==> src/rtl/sar_pkg.sv <==
// Shared definitions for the SAR conversion controller: FSM state
// encoding, default resolution / sampling length and counter width.
package sar_pkg;

  localparam int SAR_STATE_W     = 3;
  localparam int SAR_NBIT_DEF    = 10;
  localparam int SAR_SMP_CYC_DEF = 2;
  localparam int SAR_CNT_W       = 4;

  typedef enum logic [SAR_STATE_W-1:0] {
    IDLE   = 3'd0,
    SAMPLE = 3'd1,
    STROBE = 3'd2,
    WAIT   = 3'd3,
    DONE   = 3'd4
  } sar_state_e;

endpackage

==> src/rtl/sar_smp_cnt.sv <==
// Sampling-phase down-counter: loaded on entry to the sampling phase,
// decremented each sampling cycle, flags terminal count at zero.
module sar_smp_cnt
  import sar_pkg::*;
(
  input  logic                 clk,
  input  logic                 rst,
  input  logic                 load,
  input  logic                 dec,
  input  logic [SAR_CNT_W-1:0] init,
  output logic                 tc
);

  logic [SAR_CNT_W-1:0] cnt;

  // Load has priority over decrement; the count never wraps below zero.
  always_ff @(posedge clk) begin
    if (rst) begin
      cnt <= '0;
    end else if (load) begin
      cnt <= init;
    end else if (dec && (cnt != '0)) begin
      cnt <= cnt - 1'b1;
    end
  end

  assign tc = (cnt == '0);

endmodule

==> src/rtl/sar_ctrl.sv <==
// SAR ADC conversion controller: sample, then one strobe/wait trial per
// bit (MSB first, SWP[0] is the MSB), then a one-cycle FINAL pulse.
// Optional macro SAR_AUTO_RESTART_EN: DONE goes straight back to SAMPLE
// while EN is high, giving continuous conversion.
module sar_ctrl
  import sar_pkg::*;
#(
  parameter int NBIT    = SAR_NBIT_DEF,
  parameter int SMP_CYC = SAR_SMP_CYC_DEF
) (
  input  logic            CKS,
  input  logic            RST,
  input  logic            EN,
  input  logic            START,
  input  logic            CMP_OUT,
  input  logic            CMP_RDY,
  output logic            SMP,
  output logic            CMP_CK,
  output logic [0:NBIT-1] SWP,
  output logic            FINAL,
  output logic            BUSY
);

  localparam int KW = (NBIT > 1) ? $clog2(NBIT) : 1;
  localparam logic [KW-1:0] KLAST = KW'(NBIT - 1);
  localparam logic [SAR_CNT_W-1:0] SMP_INIT = SAR_CNT_W'(SMP_CYC - 1);

  sar_state_e           state;
  sar_state_e           nextState;
  logic [KW-1:0]        k;
  logic                 cntLoad;
  logic                 cntDec;
  logic                 cntTc;
  logic [SAR_CNT_W-1:0] cntInit;
  logic                 goSample;

  sar_smp_cnt u_smp_cnt (
    .clk  (CKS),
    .rst  (RST),
    .load (cntLoad),
    .dec  (cntDec),
    .init (cntInit),
    .tc   (cntTc)
  );

  // State register; reset overrides everything, including a live conversion.
  always_ff @(posedge CKS) begin
    if (RST) begin
      state <= IDLE;
    end else begin
      state <= nextState;
    end
  end

  // Next-state and counter control; EN low aborts to IDLE from any state.
  always_comb begin
    nextState = state;
    cntLoad   = 1'b0;
    cntDec    = 1'b0;
    cntInit   = '0;
    goSample  = 1'b0;
    if (!EN) begin
      nextState = IDLE;
      cntLoad   = 1'b1;
    end else begin
      case (state)
        IDLE: begin
          if (START) begin
            goSample = 1'b1;
          end
        end
        SAMPLE: begin
          if (cntTc) begin
            nextState = STROBE;
          end else begin
            cntDec = 1'b1;
          end
        end
        STROBE: begin
          nextState = WAIT;
        end
        WAIT: begin
          if (CMP_RDY) begin
            nextState = (k == KLAST) ? DONE : STROBE;
          end
        end
        DONE: begin
`ifdef SAR_AUTO_RESTART_EN
          goSample = 1'b1;
`else
          nextState = IDLE;
`endif
        end
        default: begin
          nextState = IDLE;
        end
      endcase
    end
    if (goSample) begin
      nextState = SAMPLE;
      cntLoad   = 1'b1;
      cntInit   = SMP_INIT;
    end
  end

  // Successive-approximation register: set the trial bit, then resolve it
  // from the comparator and set the next trial; the result is held in IDLE.
  always_ff @(posedge CKS) begin
    if (RST || !EN) begin
      SWP <= '0;
      k   <= '0;
    end else if (goSample) begin
      SWP <= '0;
      k   <= '0;
    end else if ((state == SAMPLE) && cntTc) begin
      SWP[0] <= 1'b1;
      k      <= '0;
    end else if ((state == WAIT) && CMP_RDY) begin
      SWP[k] <= CMP_OUT;
      if (k != KLAST) begin
        SWP[k + 1'b1] <= 1'b1;
        k             <= k + 1'b1;
      end
    end
  end

  assign SMP    = (state == SAMPLE);
  assign CMP_CK = (state == STROBE);
  assign FINAL  = (state == DONE);
  assign BUSY   = (state != IDLE);

endmodule

==> config.mk <==
export PLATFORM = sky130hd
export DESIGN_NAME = sar_ctrl
export DESIGN_NICKNAME = d
export VERILOG_FILES = /design/src/rtl/sar_pkg.sv /design/src/rtl/sar_smp_cnt.sv /design/src/rtl/sar_ctrl.sv
export SDC_FILE = /design/constraint.sdc
export NUM_CORES = 1
export LEC_CHECK = 0
export CAP_MARGIN = 15
export CORE_MARGIN = 8
export CORE_UTILIZATION = 48
export CTS_CLUSTER_DIAMETER = 50
export DETAILED_ROUTE_END_ITERATION = 7
export PLACE_DENSITY = 0.73
export SLEW_MARGIN = 20
export SYNTH_ARGS = -nofsm -noshare
export SYNTH_HDL_FRONTEND = slang
export SYNTH_SLANG_ARGS = --single-unit
export TNS_END_PERCENT = 10
==> constraint.sdc <==
create_clock -name CKS -period 1.8 [get_ports CKS]
set_clock_uncertainty 0.15 [all_clocks]
set_input_delay 0.27 -clock CKS [delete_from_list [all_inputs] [get_ports CKS]]
set_output_delay 0.27 -clock CKS [all_outputs]
set_load 0.02 [all_outputs]
-- Word level (Yosys, flattened, before mapping)
Cells that the tools add are included.
- add/sub/neg operators: 2
- $lt $le $gt $ge: 4
- equal/unequal tests: 11
- mux-type cells: 25
- bitwise logic cells: 6
- reduce and logical (&&, ||, !) cells: 20
- operator list (kind ; count):
    10-bit two-way mux ; 2
    1-bit two-way mux ; 14
    3-bit case mux with 4 select lines ; 1
    10-bit bitwise mux ; 1
    5-bit >= comparator, second input constant ; 2
    5-bit by 1-bit less-than comparator with 1-bit output, second input constant ; 2
    4-bit NOT with 5-bit output ; 2
    10-bit bitwise OR ; 1
    3-bit two-way mux ; 3
    1-bit demux with 4-bit select ; 2
    4-bit two-way mux ; 2
    4-bit inequality test, second input constant ; 2
    3-bit by 2-bit equality test with 1-bit output, second input constant ; 2
    3-bit AND reduction ; 2
    3-bit OR reduction ; 2
    1-bit logical AND ; 5
    4-bit by 1-bit adder with 4-bit output, second input constant ; 1
    4-bit equality test, second input constant ; 1
    4-bit zero test ; 1
    4-bit by 2-bit inequality test with 1-bit output, second input constant ; 1
    2-bit AND reduction ; 2
    2-bit nonzero test ; 2
    4-bit nonzero test ; 1
    4-bit by 1-bit subtractor with 4-bit output, second input constant ; 1
    other kinds (11) ; 13
- flip-flop bits (word level): 21
- input bits: 6
- word-level logic and storage cells: 74

-- Logic depth before layout (Yosys ltp)
- depth after elaboration: 10
- gate-level depth with buffers: 7

-- Cells and area by module
A second synthesis with hierarchy kept.
- cell total of the unflattened synthesis: 177
- area, all modules: 1422.6 um2
- modules (own cells, without submodules) (module ; times used ; cells each ; area each (um2) ; sequential area each (um2)):
    sar_ctrl ; 1 ; 148 ; 1159.9 ; 340.3
    sar_smp_cnt ; 1 ; 29 ; 262.8 ; 80.1

-- Worst setup path before layout
No wires, ideal clock.
- kind: register -> register
- start: register k[0]
- end: register SWP[8] (netlist bit)
- library setup time: 0.122 ns
- arrival: 1.456 ns
- path slack: 0.072 ns
- cell stages (with the launch flop): 8
- buffers on the path: 1
- path through: dfxtp_1 -> inv_1 -> ha_1 -> clkbuf_1 -> nor2b_1 -> a21oi_1 -> nor3_1 -> o311a_1
- cells in the longest elaborated chain, start to end: 8
- elaborated cells on any way between the ends: 17
- classes of those cells: 1 x add/sub; 4 x order compare; 1 x eq/ne; 6 x mux; 3 x bitwise; 2 x reduce/logical
- RTL lines (item ; RTL line ; text):
    from (decl) ; sar_ctrl.sv:30 ; logic [KW-1:0] k;
    from (signal assigned) ; sar_ctrl.sv:122 ; k <= k + 1'b1;
    4-bit by 1-bit adder with 4-bit output or 4-bit NOT with 5-bit output (tied branches) ; sar_ctrl.sv:121, sar_ctrl.sv:119 ;
    4-bit NOT with 5-bit output (not written as such), or another cell as far along ; sar_ctrl.sv:121 ; SWP[k + 1'b1] <= 1'b1;
    5-bit >= comparator (not written as such), or another cell as far along ; sar_ctrl.sv:121 ;
    1-bit logical AND (not written as such) or 1-bit two-way mux (tied branches) ; sar_ctrl.sv:121, sar_ctrl.sv:119 ;
    1-bit two-way mux (not written as such) or 1-bit demux with 4-bit select (tied branches) ; sar_ctrl.sv:121, sar_ctrl.sv:119 ;
    1-bit demux with 4-bit select or 10-bit bitwise mux (tied branches) ; sar_ctrl.sv:121, sar_ctrl.sv:119 ;
    10-bit bitwise OR (no source line) ; n/a ;
    10-bit two-way mux * ; sar_ctrl.sv:120 ; if (k != KLAST) begin
    to (signal assigned) ; sar_ctrl.sv:113 ; SWP <= '0;
    to (signal, indexed assignment) ; sar_ctrl.sv:119 ; SWP[k] <= CMP_OUT;
    to (signal, indexed assignment) ; sar_ctrl.sv:121 ;
    to (decl) ; sar_ctrl.sv:19 ; output logic [0:NBIT-1] SWP,
Every way passes the cells marked *; elsewhere a longest branch is shown, timed or not.
A chain may end at the register's enable or synchronous reset.

-- Worst setup path after layout
- start: register SWP[9] (netlist bit)
- end: output SWP[9] (netlist bit)
- RTL lines (item ; RTL line ; text):
    from (signal assigned) ; sar_ctrl.sv:110 ; SWP <= '0;
    from (signal assigned) ; sar_ctrl.sv:113 ;
    from (signal, indexed assignment) ; sar_ctrl.sv:119 ;
No word-level cell between the ends.

==> flow_metrics.py <==
metrics = {
    "critical_path": {
        "critPathLaunch": "SWP[9]$_SDFFE_PP0P_",
        "max_stage_delay_ns": 0.62,
        "critical_path_class": "register to output pin",
        "startpoint_type": "register",
        "cp_top_family": "buffers and inverters",
        "critPathBufInv": 1,
        "slowest_stage": "clkdlybuf4s50_1",
        "crit_path_cell_trace": "clkdlybuf4s50_1",
        "critPathMaxFanout": 2,
        "r2r_start": "state[1]$_SDFFE_PP0P_",
        "cp_num_cells": 1,
        "crit_path_end_kind": "output pin",
        "crit_arrival_ns": 1.34,
        "required_ns": 1.38,
        "r2r_cells": 5,
    },
    "die": {
        "coreArea_sq_um": 2690,
        "fp.dieArea_sq_um": 4710,
        "die_h_microns": 68.7,
        "die_w_microns": 68.7,
        "fp-row-count": 19,
        "io_pins": 20,
        "start_util": 0.496,
    },
    "pwr": {
        "total_power_mw": 0.802,
        "clkPwrFrac": 0.312,
        "peakVddDrop_uv": 485,
        "p_seq_frac": 0.589,
        "power.net_switching_mw": 0.207,
        "p_sw_frac": 0.258,
        "powerDensity_nw_per_um2": 469,
        "p_comb_frac": 0.099,
        "internal_power_mw": 0.595,
        "p_leak_nw": 0.682,
    },
    "synthesis": {
        "synth.most_common_cell": "dfxtp_1",
        "synthArstFlopShare": 0,
        "synthFlopType": "dfxtp_1",
        "syn-num-nets": 175,
        "synth_common_cells": "dfxtp_1 (21), nand3_1 (19), nor2_1 (16)",
        "yosysWarnings": 0,
        "ys_seq_area_frac": 0.316,
        "syn_inst": 162,
        "yosysTopAreaCellShare": 0.316,
        "synth_edf_count": 0,
        "ys_top_cells_by_area": "dfxtp_1 (32%), nand3_1 (7.1%), ha_1 (6.6%)",
        "avgSynthCellArea_sq_um": 8.22,
        "synth_top_cell_by_area": "dfxtp_1",
        "synth-seq-cells": 21,
        "synth_area_sq_um": 1330,
        "ys_types": 44,
    },
    "routing": {
        "drtPass1Iterations": 4,
        "drtIter0Drc": 59,
        "drc_errors": 0,
        "wl_per_cell_microns": 15.1,
        "ant_nets": 0,
        "via_per_inst": 5.85,
        "vias": 1317,
        "routed_wirelength_mm": 3.40,
    },
    "finish": {
        "antenna_cells": 0,
        "design_area_sq_um": 1710,
        "nNetsFinal": 208,
        "area_growth_pct": 28.4,
        "drive_gt1_frac": 0.222,
    },
    "clock_network": {
        "h-tree-depth": 1,
        "postCtsSetupBuffers": 0,
        "path_clk_slew_ns": 0.13,
        "cts_hold_buf": 0,
        "cts_tree": "done",
        "clkLatencyLatePin_ns": 0.33,
        "cts_buffer_depth": 2,
        "cts_buffers": 3,
        "clock_sinks": 21,
        "cts_root_buffer": "clkbuf_4",
    },
    "sta": {
        "tightest_slew_ns": 0.390,
        "min_period_ns": 1.76,
        "rsz0062_at_grt": "false",
        "relSlewSlack": 0.740,
        "fin_crit_sh": 0.980,
        "max_freq_ghz": 0.567,
        "hold_viol": 0,
        "setup_viol": 0,
        "slew_viol_final": 0,
    },
    "hold_path": {
        "whs_path_depth": 2,
        "hp-start": "SWP[4]$_SDFFE_PP0P_",
        "hp-class": "register to register",
    },
    "global_routing": {
        "grt-ovfl-total": 0,
        "antenna_found_initial": 0,
        "grt_max_degree": 15,
        "gr-usage-all-layers": 0.153,
        "grt_pass1_wl_mm": 5.62,
        "grt_pass1_vias": 1280,
    },
    "placement": {
        "post-dp-hpwl_mm": 2.61,
        "post_dp_cell_area_sq_um": 1670,
        "numPortBuffers": 19,
        "gp_congestion": 0.855,
    },
    "run_status": {
        "status": "finished clean",
    },
    "run": {
        "drv_cap": 0,
    },
}
metrics by stage:
stage               hold slack (ns)  setup TNS [ns]  std cells   util  setup WS, ns
detailed placement            0.300          -0.771        221  0.621        -0.177
global route                  0.339               0        225  0.636      0.000978
finish                        0.318               0        225  0.636        0.0367
global placement              0.303          -0.434        221  0.621       -0.0903
floorplan                     0.305               0        162      -        0.0720
CTS                           0.317       -0.000475        225  0.632     -0.000475
state kept, by name (all words and copies together) (netlist names):
name           flops
u_smp_cnt.cnt      4
k                  4
state              3
SWP               10
power groups by stage:
stage	registers (mW)	logic, mW	clock network, mW
finish	0.472	0.0794	0.250
global route	0.473	0.0854	0.263
CTS	0.472	0.0779	0.247
detailed placement	0.482	0.0788	0
global placement	0.482	0.0772	0
floorplan	0.480	0.0470	0
area by class of cell:
type | count | area [sq um]
inverter | 8 | 30.0
clock buffer | 3 | 22.5
tap | 31 | 38.8
timing repair buffer | 40 | 367
sequential | 21 | 427
clock inverter | 1 | 5.00
multi-input combinational | 121 | 820
fill | 238 | 977
layout by cell type, fill, tap and decap left out, types with 3 or more instances in the layout:
cell type	synthesis	layout
nand3_1	19	19
buf_4	3	19
dfxtp_1	21	16
nor2_1	16	16
clkdlybuf4s50_1	0	15
a21oi_1	11	11
inv_1	8	8
o22ai_1	7	7
nor3_1	6	6
mux2i_1	6	6
ha_1	7	6
nand2_1	5	5
dfxtp_2	0	5
nor2b_1	4	4
xnor2_1	4	4
or3_1	3	3
a31oi_1	3	3
clkbuf_4	0	3
per-layer routing:
layer | vias up | global-route usage | part of all wire
li1 | 642 | - | -
met5 | - | 0 | 0
met3 | 5 | 0.0258 | 0.050
met1 | 637 | 0.168 | 0.42
met2 | 33 | 0.281 | 0.51
met4 | 0 | 0.0665 | 0.015
cells by family after synthesis:
group / Yosys count / synth area share
flops: 21 / 0.316
xor+xnor: 6 / 0.0395
compound gates: 31 / 0.152
mux: 6 / 0.0451
simple gates: 71 / 0.303
fa+ha+maj: 7 / 0.0658
buf+inv: 20 / 0.0789
worst paths after layout:
check                                            to  slack [ns]
worst min register to register  SWP[4]$_SDFFE_PP0P_        0.32
worst max-delay path                         SWP[9]        0.04
worst min-delay path            SWP[4]$_SDFFE_PP0P_        0.32
worst max register to register  SWP[9]$_SDFFE_PP0P_        0.08
timing repair:
item	4_1_cts	5_1_grt
gates cloned	0	0
setup endpoints to repair	4	13
gates resized for setup	10	12
No activity file was read; power rests on OpenSTA's default activity.
